[src/rtl/codec_cfg_pkg.sv]
// codec_cfg_pkg: shared state encoding, table word type and codec register table
// Contents: state_t (sequencer states), cfg_word_t ({7-bit reg, 9-bit data}), NUM_WORDS, CFG_TABLE
package codec_cfg_pkg;
    typedef enum logic [2:0] {S_IDLE, S_START, S_BIT, S_ACK, S_STOP, S_GAP, S_DONE, S_ERR} state_t;
    typedef struct packed {
        logic [6:0] addr;
        logic [8:0] data;
    } cfg_word_t;
    localparam int NUM_WORDS = 10;
    localparam cfg_word_t [0:NUM_WORDS-1] CFG_TABLE = '{
        '{7'd15, 9'h000},
        '{7'd0,  9'h017},
        '{7'd1,  9'h017},
        '{7'd2,  9'h079},
        '{7'd3,  9'h079},
        '{7'd4,  9'h012},
        '{7'd5,  9'h000},
        '{7'd6,  9'h000},
        '{7'd7,  9'h042},
        '{7'd9,  9'h001}
    };
endpackage

[src/rtl/i2c_qtick.sv]
// i2c_qtick: quarter-bit tick generator
// Ports: clk (system clock), reset (sync, active high), clr (restart the count),
//        tick (one-cycle pulse every CLK_DIV cycles after the last restart)
module i2c_qtick #(
    parameter int CLK_DIV = 30
) (
    input  logic clk,
    input  logic reset,
    input  logic clr,
    output logic tick
);
    localparam int W = $clog2(CLK_DIV + 1);
    logic [W-1:0] r_cnt;
    assign tick = r_cnt == W'(CLK_DIV - 1);
    always_ff @(posedge clk)
        if (reset || clr || tick) r_cnt <= '0;
        else r_cnt <= r_cnt + 1'b1;
endmodule

[src/rtl/codec_cfg_seq.sv]
// codec_cfg_seq: writes the codec register table over I2C after reset or on a start pulse
// Ports: clk, reset (sync, active high), start (rerun pulse, ignored while busy),
//        i2c_dat_in (sampled SDA for ACK), i2c_clk (SCL), i2c_dat (SDA drive, 1 = released),
//        busy, done (sticky), err (sticky, retries exhausted), word_idx (table word in flight)
module codec_cfg_seq
    import codec_cfg_pkg::*;
#(
    parameter int          CLK_DIV   = 30,
    parameter logic [6:0]  DEV_ADDR  = 7'h1A,
    parameter int          MAX_RETRY = 3
) (
    input  logic       clk,
    input  logic       reset,
    input  logic       start,
    input  logic       i2c_dat_in,
    output logic       i2c_clk,
    output logic       i2c_dat,
    output logic       busy,
    output logic       done,
    output logic       err,
    output logic [3:0] word_idx
);
    localparam int RW = $clog2(MAX_RETRY + 2);
    state_t          r_state;
    logic [1:0]      r_q;
    logic [1:0]      r_byte;
    logic [2:0]      r_bit;
    logic [RW-1:0]   r_retry;
    logic [3:0]      r_idx;
    logic            r_nack;
    logic            r_auto;
    logic            r_scl;
    logic            r_sda;
    logic            r_busy;
    logic            r_done;
    logic            r_err;
    logic            w_tick;
    logic            w_clr;
    logic            w_qend;
    logic            w_bit;
    logic            w_scl;
    logic            w_sda;
    logic [23:0]     w_frame;
    cfg_word_t       w_word;

    // The divider is held cleared outside a sequence so START always opens on a full quarter;
    // every later state change lands on a tick, which restarts the count anyway.
    assign w_clr   = ~r_busy;
    assign w_qend  = w_tick && r_q == 2'd3;
    assign w_word  = CFG_TABLE[r_idx];
    assign w_frame = {DEV_ADDR, 1'b0, w_word.addr, w_word.data};
    assign w_bit   = w_frame[5'd23 - {r_byte, r_bit}];
    assign w_scl   = (r_state == S_BIT || r_state == S_ACK) ? r_q[1] :
                     (r_state == S_STOP) ? (r_q != 2'd0) : 1'b1;
    assign w_sda   = (r_state == S_START) ? ~r_q[1] :
                     (r_state == S_BIT) ? w_bit :
                     (r_state == S_STOP) ? r_q[1] : 1'b1;

    assign i2c_clk  = r_scl;
    assign i2c_dat  = r_sda;
    assign busy     = r_busy;
    assign done     = r_done;
    assign err      = r_err;
    assign word_idx = r_idx;

    i2c_qtick #(.CLK_DIV(CLK_DIV)) u_qtick (
        .clk   (clk),
        .reset (reset),
        .clr   (w_clr),
        .tick  (w_tick)
    );

    always_ff @(posedge clk) begin
        if (reset) begin
            r_state <= S_IDLE;
            r_q     <= '0;
            r_byte  <= '0;
            r_bit   <= '0;
            r_retry <= '0;
            r_idx   <= '0;
            r_nack  <= 1'b0;
            r_auto  <= 1'b1;
            r_scl   <= 1'b1;
            r_sda   <= 1'b1;
            r_busy  <= 1'b0;
            r_done  <= 1'b0;
            r_err   <= 1'b0;
        end else begin
            r_scl <= w_scl;
            r_sda <= w_sda;
            if (r_busy && w_tick) r_q <= r_q + 1'b1;
            if (r_state == S_ACK && r_q == 2'd2 && w_tick) r_nack <= i2c_dat_in;
            case (r_state)
                S_IDLE: if (start || r_auto) begin
                    r_auto  <= 1'b0;
                    r_state <= S_START;
                    r_busy  <= 1'b1;
                    r_done  <= 1'b0;
                    r_err   <= 1'b0;
                    r_idx   <= '0;
                    r_retry <= '0;
                    r_q     <= '0;
                end
                S_START: if (w_qend) begin
                    r_state <= S_BIT;
                    r_bit   <= '0;
                    r_byte  <= '0;
                    r_nack  <= 1'b0;
                end
                S_BIT: if (w_qend) begin
                    r_bit <= r_bit + 1'b1;
                    if (r_bit == 3'd7) r_state <= S_ACK;
                end
                S_ACK: if (w_qend) begin
                    if (r_nack || r_byte == 2'd2) r_state <= S_STOP;
                    else begin
                        r_state <= S_BIT;
                        r_byte  <= r_byte + 1'b1;
                    end
                end
                S_STOP: if (w_qend) begin
                    if (r_nack && r_retry == RW'(MAX_RETRY)) begin
                        r_state <= S_ERR;
                        r_err   <= 1'b1;
                        r_busy  <= 1'b0;
                    end else if (!r_nack && r_idx == 4'(NUM_WORDS - 1)) begin
                        r_state <= S_DONE;
                        r_done  <= 1'b1;
                        r_busy  <= 1'b0;
                    end else begin
                        r_state <= S_GAP;
                        r_retry <= r_nack ? r_retry + 1'b1 : '0;
                        r_idx   <= r_nack ? r_idx : r_idx + 1'b1;
                    end
                end
                S_GAP: if (w_qend) r_state <= S_START;
                S_DONE: r_state <= S_IDLE;
                S_ERR: r_state <= S_IDLE;
            endcase
        end
    end
endmodule

[config.mk]
export PLATFORM = sky130hd
export DESIGN_NAME = codec_cfg_seq
export DESIGN_NICKNAME = d
export VERILOG_FILES = /design/src/rtl/codec_cfg_pkg.sv /design/src/rtl/i2c_qtick.sv /design/src/rtl/codec_cfg_seq.sv
export SDC_FILE = /design/constraint.sdc
export NUM_CORES = 1
export LEC_CHECK = 0
export ABC_AREA = 1
export CELL_PAD_IN_SITES_DETAIL_PLACEMENT = 0
export CELL_PAD_IN_SITES_GLOBAL_PLACEMENT = 2
export CORE_MARGIN = 2
export CORE_UTILIZATION = 30
export CTS_CLUSTER_DIAMETER = 50
export DETAILED_ROUTE_END_ITERATION = 12
export GPL_TIMING_DRIVEN = 0
export PLACE_DENSITY = 0.81
export SLEW_MARGIN = 25
export SYNTH_ARGS = -nofsm -noshare
export SYNTH_HDL_FRONTEND = slang
export SYNTH_SLANG_ARGS = --single-unit
[constraint.sdc]
create_clock -name clk -period 1.5 [get_ports clk]
set_input_delay 0.225 -clock clk [delete_from_list [all_inputs] [get_ports clk]]
set_output_delay 0.225 -clock clk [all_outputs]
set_load 0.1 [all_outputs]
# After elaboration in Yosys (flattened, before gate mapping)
# Memory sizes are Yosys's and may differ from the RTL's.
# Index checks and enable logic that the tools add are counted.
# classes
n_addsub	7
n_lt_le_gt_ge	2
n_eq_ne	28
n_mux	58
n_bitwise	3
n_reduce_logical	27
# ops
op	n
2-to-1 mux 3 bit	15
2-to-1 mux 16 bit	2
one-hot mux 3 bit (7 select lines)	1
2-to-1 mux 4 bit	5
inequality test 2 bit, second input constant	10
2-to-1 mux 1 bit	19
2-to-1 mux 2 bit	8
equality test 3 bit, second input constant	5
one-hot mux 3 bit (2 select lines)	2
AND reduction 4 bit	3
AND reduction 5 bit	2
equality test 3 x 2 -> 1 bit, second input constant	3
one-hot mux 4 bit (2 select lines)	1
nonzero test 2 bit	4
AND reduction 7 bit	1
adder 3 x 1 -> 3 bit, second input constant	2
equality test 2 bit, second input constant	3
logical AND 1 bit	6
less-than comparator 5 x 6 -> 1 bit, second input constant	1
inequality test 2 x 1 -> 1 bit, second input constant	3
one-hot mux 1 bit (2 select lines)	3
AND reduction 6 bit	1
adder 5 x 1 -> 5 bit, second input constant	1
binary-select mux 1 bit (select 5 bit)	1
other kinds (17)	23
# word_totals
ff_bits	29
mem_bits_ro	256
inputBits	4
wordCells	140
mem_count	1
# memory_table
name	depth	word_bits	rd	rd_ports_with_merged_regs	wr	line	text
(no name shown)	16	16	1	0	0	codec_cfg_seq.sv:50	assign w_word = CFG_TABLE[r_idx];

# Depth between registers and ports, before layout
# logic_depth
depth_word	8
depth_mapped	14
ltp_nobuf	14

# Hierarchy
# Synthesis repeated with hierarchy kept, for this count alone.
# hier_totals
hier_cells	261
area_unflattened_um2	1821.7
# by_module_without_submodules
module	n_inst	cells_per_inst	area_each_um2
codec_cfg_seq	1	232	1594.0
i2c_qtick	1	29	227.7

# Worst setup path after synthesis
# OpenSTA, ideal clock, no wires.
# synth_timing
path_kind	register to register
start	register r_idx[0] (netlist: word_idx[0])
end	register r_sda (netlist: i2c_dat)
setup_ps	115
arrival_ps	2285
required_time_ps	1385
setup_slack_ps	-900
path_stages_with_launch	15
period_less_slack_ps	2400
cell_sequence	dfxtp_1 > inv_1 > ha_1 > nand2_1 > nand2_1 > nand2_1 > nand2_1 > nand3_1 > nand2_1 > nand2_1 > nand2_1 > nand2_1 > nand2_1 > nand2_1 > nand2_1
# synth_between
elab_chain_cells	8
# synth_lines
element	line	text
from (decl)	codec_cfg_seq.sv:29	logic [3:0] r_idx;
from (signal assigned)	codec_cfg_seq.sv:133	r_idx <= r_nack ? r_idx : r_idx + 1'b1;
inverter 4 -> 5 bit (not written as such)	codec_cfg_seq.sv:50	
memory (16 x 16 bit)	--	
2-to-1 mux 16 bit (not written as such) (2 in a row)	codec_cfg_seq.sv:50	
binary-select mux 1 bit (select 5 bit)	codec_cfg_seq.sv:52	assign w_bit = w_frame[5'd23 - {r_byte, r_bit}];
2-to-1 mux 1 bit (not written as such)	codec_cfg_seq.sv:52	
2-to-1 mux 1 bit	codec_cfg_seq.sv:56	(r_state == S_BIT) ? w_bit :
2-to-1 mux 1 bit	codec_cfg_seq.sv:55	assign w_sda = (r_state == S_START) ? ~r_q[1] :
to (signal assigned)	codec_cfg_seq.sv:90	r_sda <= w_sda;
to (decl)	codec_cfg_seq.sv:33	logic r_sda;
# No other way between the ends. The select of a mux whose other input is x is not followed.
# A chain may end at the register's enable or synchronous reset.

# Worst setup path after layout
# Ends and elaborated chain as after synthesis.

==> run summary <==
Pre-antenna DRT Iters: 4
clk sinks: 29
Worst Hold Depth: 2
IO Port Bufs: 11
Combinational Power Share: 0.571
post-route setup slack: -0.00610 ns
die height: 82.3 um
layout cells sized above 1: 0.314
Worst Hold Class: input pin to flop
WL met3: 117 um
max_cap viols: 0
average wire per standard cell: 11.9 um
status: complete, but fails checks
CP Launch Type: flop
initial core utilization: 0.310
std cell rows: 28
vias in the first global route: 1,684
max frequency: 0.664 GHz
critical path class: flop to flop
WHS: 0.366 ns
weighted congestion reported at the end of routability-driven placement: 0.751
FF+latch area: 602 sq um
post-synthesis cell area: 1840 sq um
kind of end point of the critical path: flop
Post-Syn Instances: 265
Multi-input gate area: 1220 sq um
drt via density: 4.63
clk buf depth: 2
Final Slew Violations: 0
Slew @ Worst Pin: 0.548 ns
Diodes inserted: 0
Max Used Layer: met4
Switching Power: 0.00199 W
DRT Wirelength: 4.43 mm
Reg2Reg Depth: 14
met2 routed WL: 2.19 mm
Global Route Usage Sum: 0.148
Layout Utilization: 0.408
crit path time final: 1.51 ns
failing checks: negative setup slack
Setup-failing EPs final: 1
Root Driver: clkbuf_8
wl on met1: 2.03 mm
Via Count: 1,717
unrepaired setup endpoints after global routing: true
total power: 0.00399 W
number of buffers created by CTS: 5
post-layout net count: 315
post-synthesis sequential area ratio: 0.316
final hold vios: 0
core area: 5920 sq um
Peak VDD IR: 0.000868 V
gr ovfl total: 0
#FFs+latches synth: 29
DRT antenna net count: 0
P_int: 0.00200 W
total die area: 6770 sq um
Die X: 82.3 um
Setup WS pre-CTS: -0.295 ns
post-route DRC violation count: 0
CTS HTree Levels: 2
Worst EP required: 1.67 ns
YS warnings: 0
Worst-Skew Late Latency: 0.28 ns
clk_skew: 0.00343 ns
Filler cells: 639
setup TNS: -0.00610 ns
fin crit share: 1.00
Area Growth Syn to Fin: 31.4%
first-pass GRT wire length: 7.53 mm
antenna violations before repair: 0
Clock transition at path regs: 0.07 ns
Post-Syn Nets: 284
Distinct cells, synth: 27
clock network fraction of design power: 0.166
num ports: 13
Syn Area/Cell: 6.94 sq um
Leak: 1.04 nW
initial DRC count: 51
sw frac: 0.498
CP max FO: 6
hpwl dp: 3.22 mm
Seq pwr share: 0.263
PwrDens: 1650 nW/um^2
Slew headroom: 0.637
largest net degree at the start of global routing: 11
TritonCTS clock tree: built
WP data arrival: 1.68 ns
## routing by layer
layer  up-vias  global-route usage
li1        908                   -
met1       786               0.178
met2        16               0.256
met3         7              0.0326
met4         0              0.0550
met5         -                   0
## sequential cells by signal, indices dropped and copies added (netlist names)
name           flops
r_state            3
done               1
busy               1
r_auto             1
word_idx           4
r_nack             1
i2c_clk            1
err                1
r_q                2
r_byte             2
i2c_dat            1
u_qtick.r_cnt      5
r_bit              3
r_retry            3
## cells in the final DEF (no fill, tap or decap), drive strengths merged
cell type / count
o211ai: 4
clkdlybuf4s50: 2
clkdlybuf4s15: 8
clkbuf: 8
ha: 15
nand3: 14
xnor2: 2
o21ai: 16
a21boi: 1
nand2: 64
xor2: 3
a31oi: 2
a21oi: 22
nand4: 3
buf: 15
inv: 45
nor3: 4
nor2: 36
a211oi: 3
dfxtp: 29
## worst paths after layout
kind | slack, ns | startpoint | endpoint
setup / recovery | -0.006 | word_idx[0] | i2c_dat
hold / removal | 0.37 | reset | r_bit[2]
setup reg to reg | -0.006 | word_idx[0] | i2c_dat
hold reg to reg | 0.45 | done | done
## power groups by stage
stage | sequential [W] | combinational, W | clock (W)
2_1_floorplan | 0.00154 | 0.00109 | 0
3_3_place_gp | 0.00105 | 0.00199 | 0
3_5_place_dp | 0.00105 | 0.00198 | 0
4_1_cts | 0.00103 | 0.00216 | 0.000691
5_1_grt | 0.00107 | 0.00251 | 0.000721
6_report | 0.00105 | 0.00228 | 0.000665
## synthesized netlist by cell type, drive strengths merged
| master | instances | share of area |
|---|---|---|
| inv | 45 | 0.092 |
| o211ai | 4 | 0.016 |
| nor2 | 36 | 0.095 |
| nor3 | 4 | 0.011 |
| a21oi | 22 | 0.066 |
| a211oi | 3 | 0.012 |
| clkbuf | 1 | 0.0020 |
| buf | 1 | 0.0061 |
| xor2 | 3 | 0.014 |
| a31oi | 2 | 0.0068 |
| nand3 | 14 | 0.041 |
| ha | 15 | 0.10 |
| nand4 | 3 | 0.010 |
| a21boi | 1 | 0.0041 |
| o21ai | 16 | 0.044 |
| nand2 | 64 | 0.15 |
| dfxtp | 29 | 0.32 |
| xnor2 | 2 | 0.0095 |
## critical path, cell delays in order, from the launching register on
cell and delay, ns:
dfxtp_4 0.42, inv_6 0.05, ha_4 0.24, nand2_1 0.07, nand2_1 0.06, nand2_1 0.06
nand2_1 0.06, nand3_2 0.06, nand2_1 0.05, nand2_1 0.05, nand2_1 0.05, nand2_1 0.08
nand2_1 0.07, nand2_1 0.06, nand2_1 0.04
## repair_timing
action,4_1_cts,5_1_grt
setup buffers,11,2
pin swaps,9,15
endpoints found under the setup margin,27,22
resized for setup,41,33
hold buffers,0,0
gates cloned,0,0
## metrics by stage
stage | cell area, sq um | std cells
finish | 2410 | 371
detailed placement | 2090 | 351
CTS | 2330 | 369
global placement | 2090 | 351
floorplan | 1890 | 265
global route | 2410 | 371
## cell type report
type,count,area share
Sequential cell,29,0.249
Tap cell,75,0.0389
Inverter,45,0.0751
Multi-Input combinational cell,189,0.507
Clock buffer,7,0.0358
Buffer,2,0.00622
Timing Repair Buffer,24,0.0881
## kinds of logic (layout without fill, tap and decap cells)
group,count (synthesis),after routing,share of synthesized area
buffers and inverters,47,78,0.100
xor gates and xnor gates,5,5,0.0238
adders and majority gates,15,15,0.102
AOI/OAI and AO/OA,48,48,0.149
and+or+nand+nor,121,121,0.309
DFF,29,29,0.316
No activity file was read; power rests on OpenSTA's default activity.
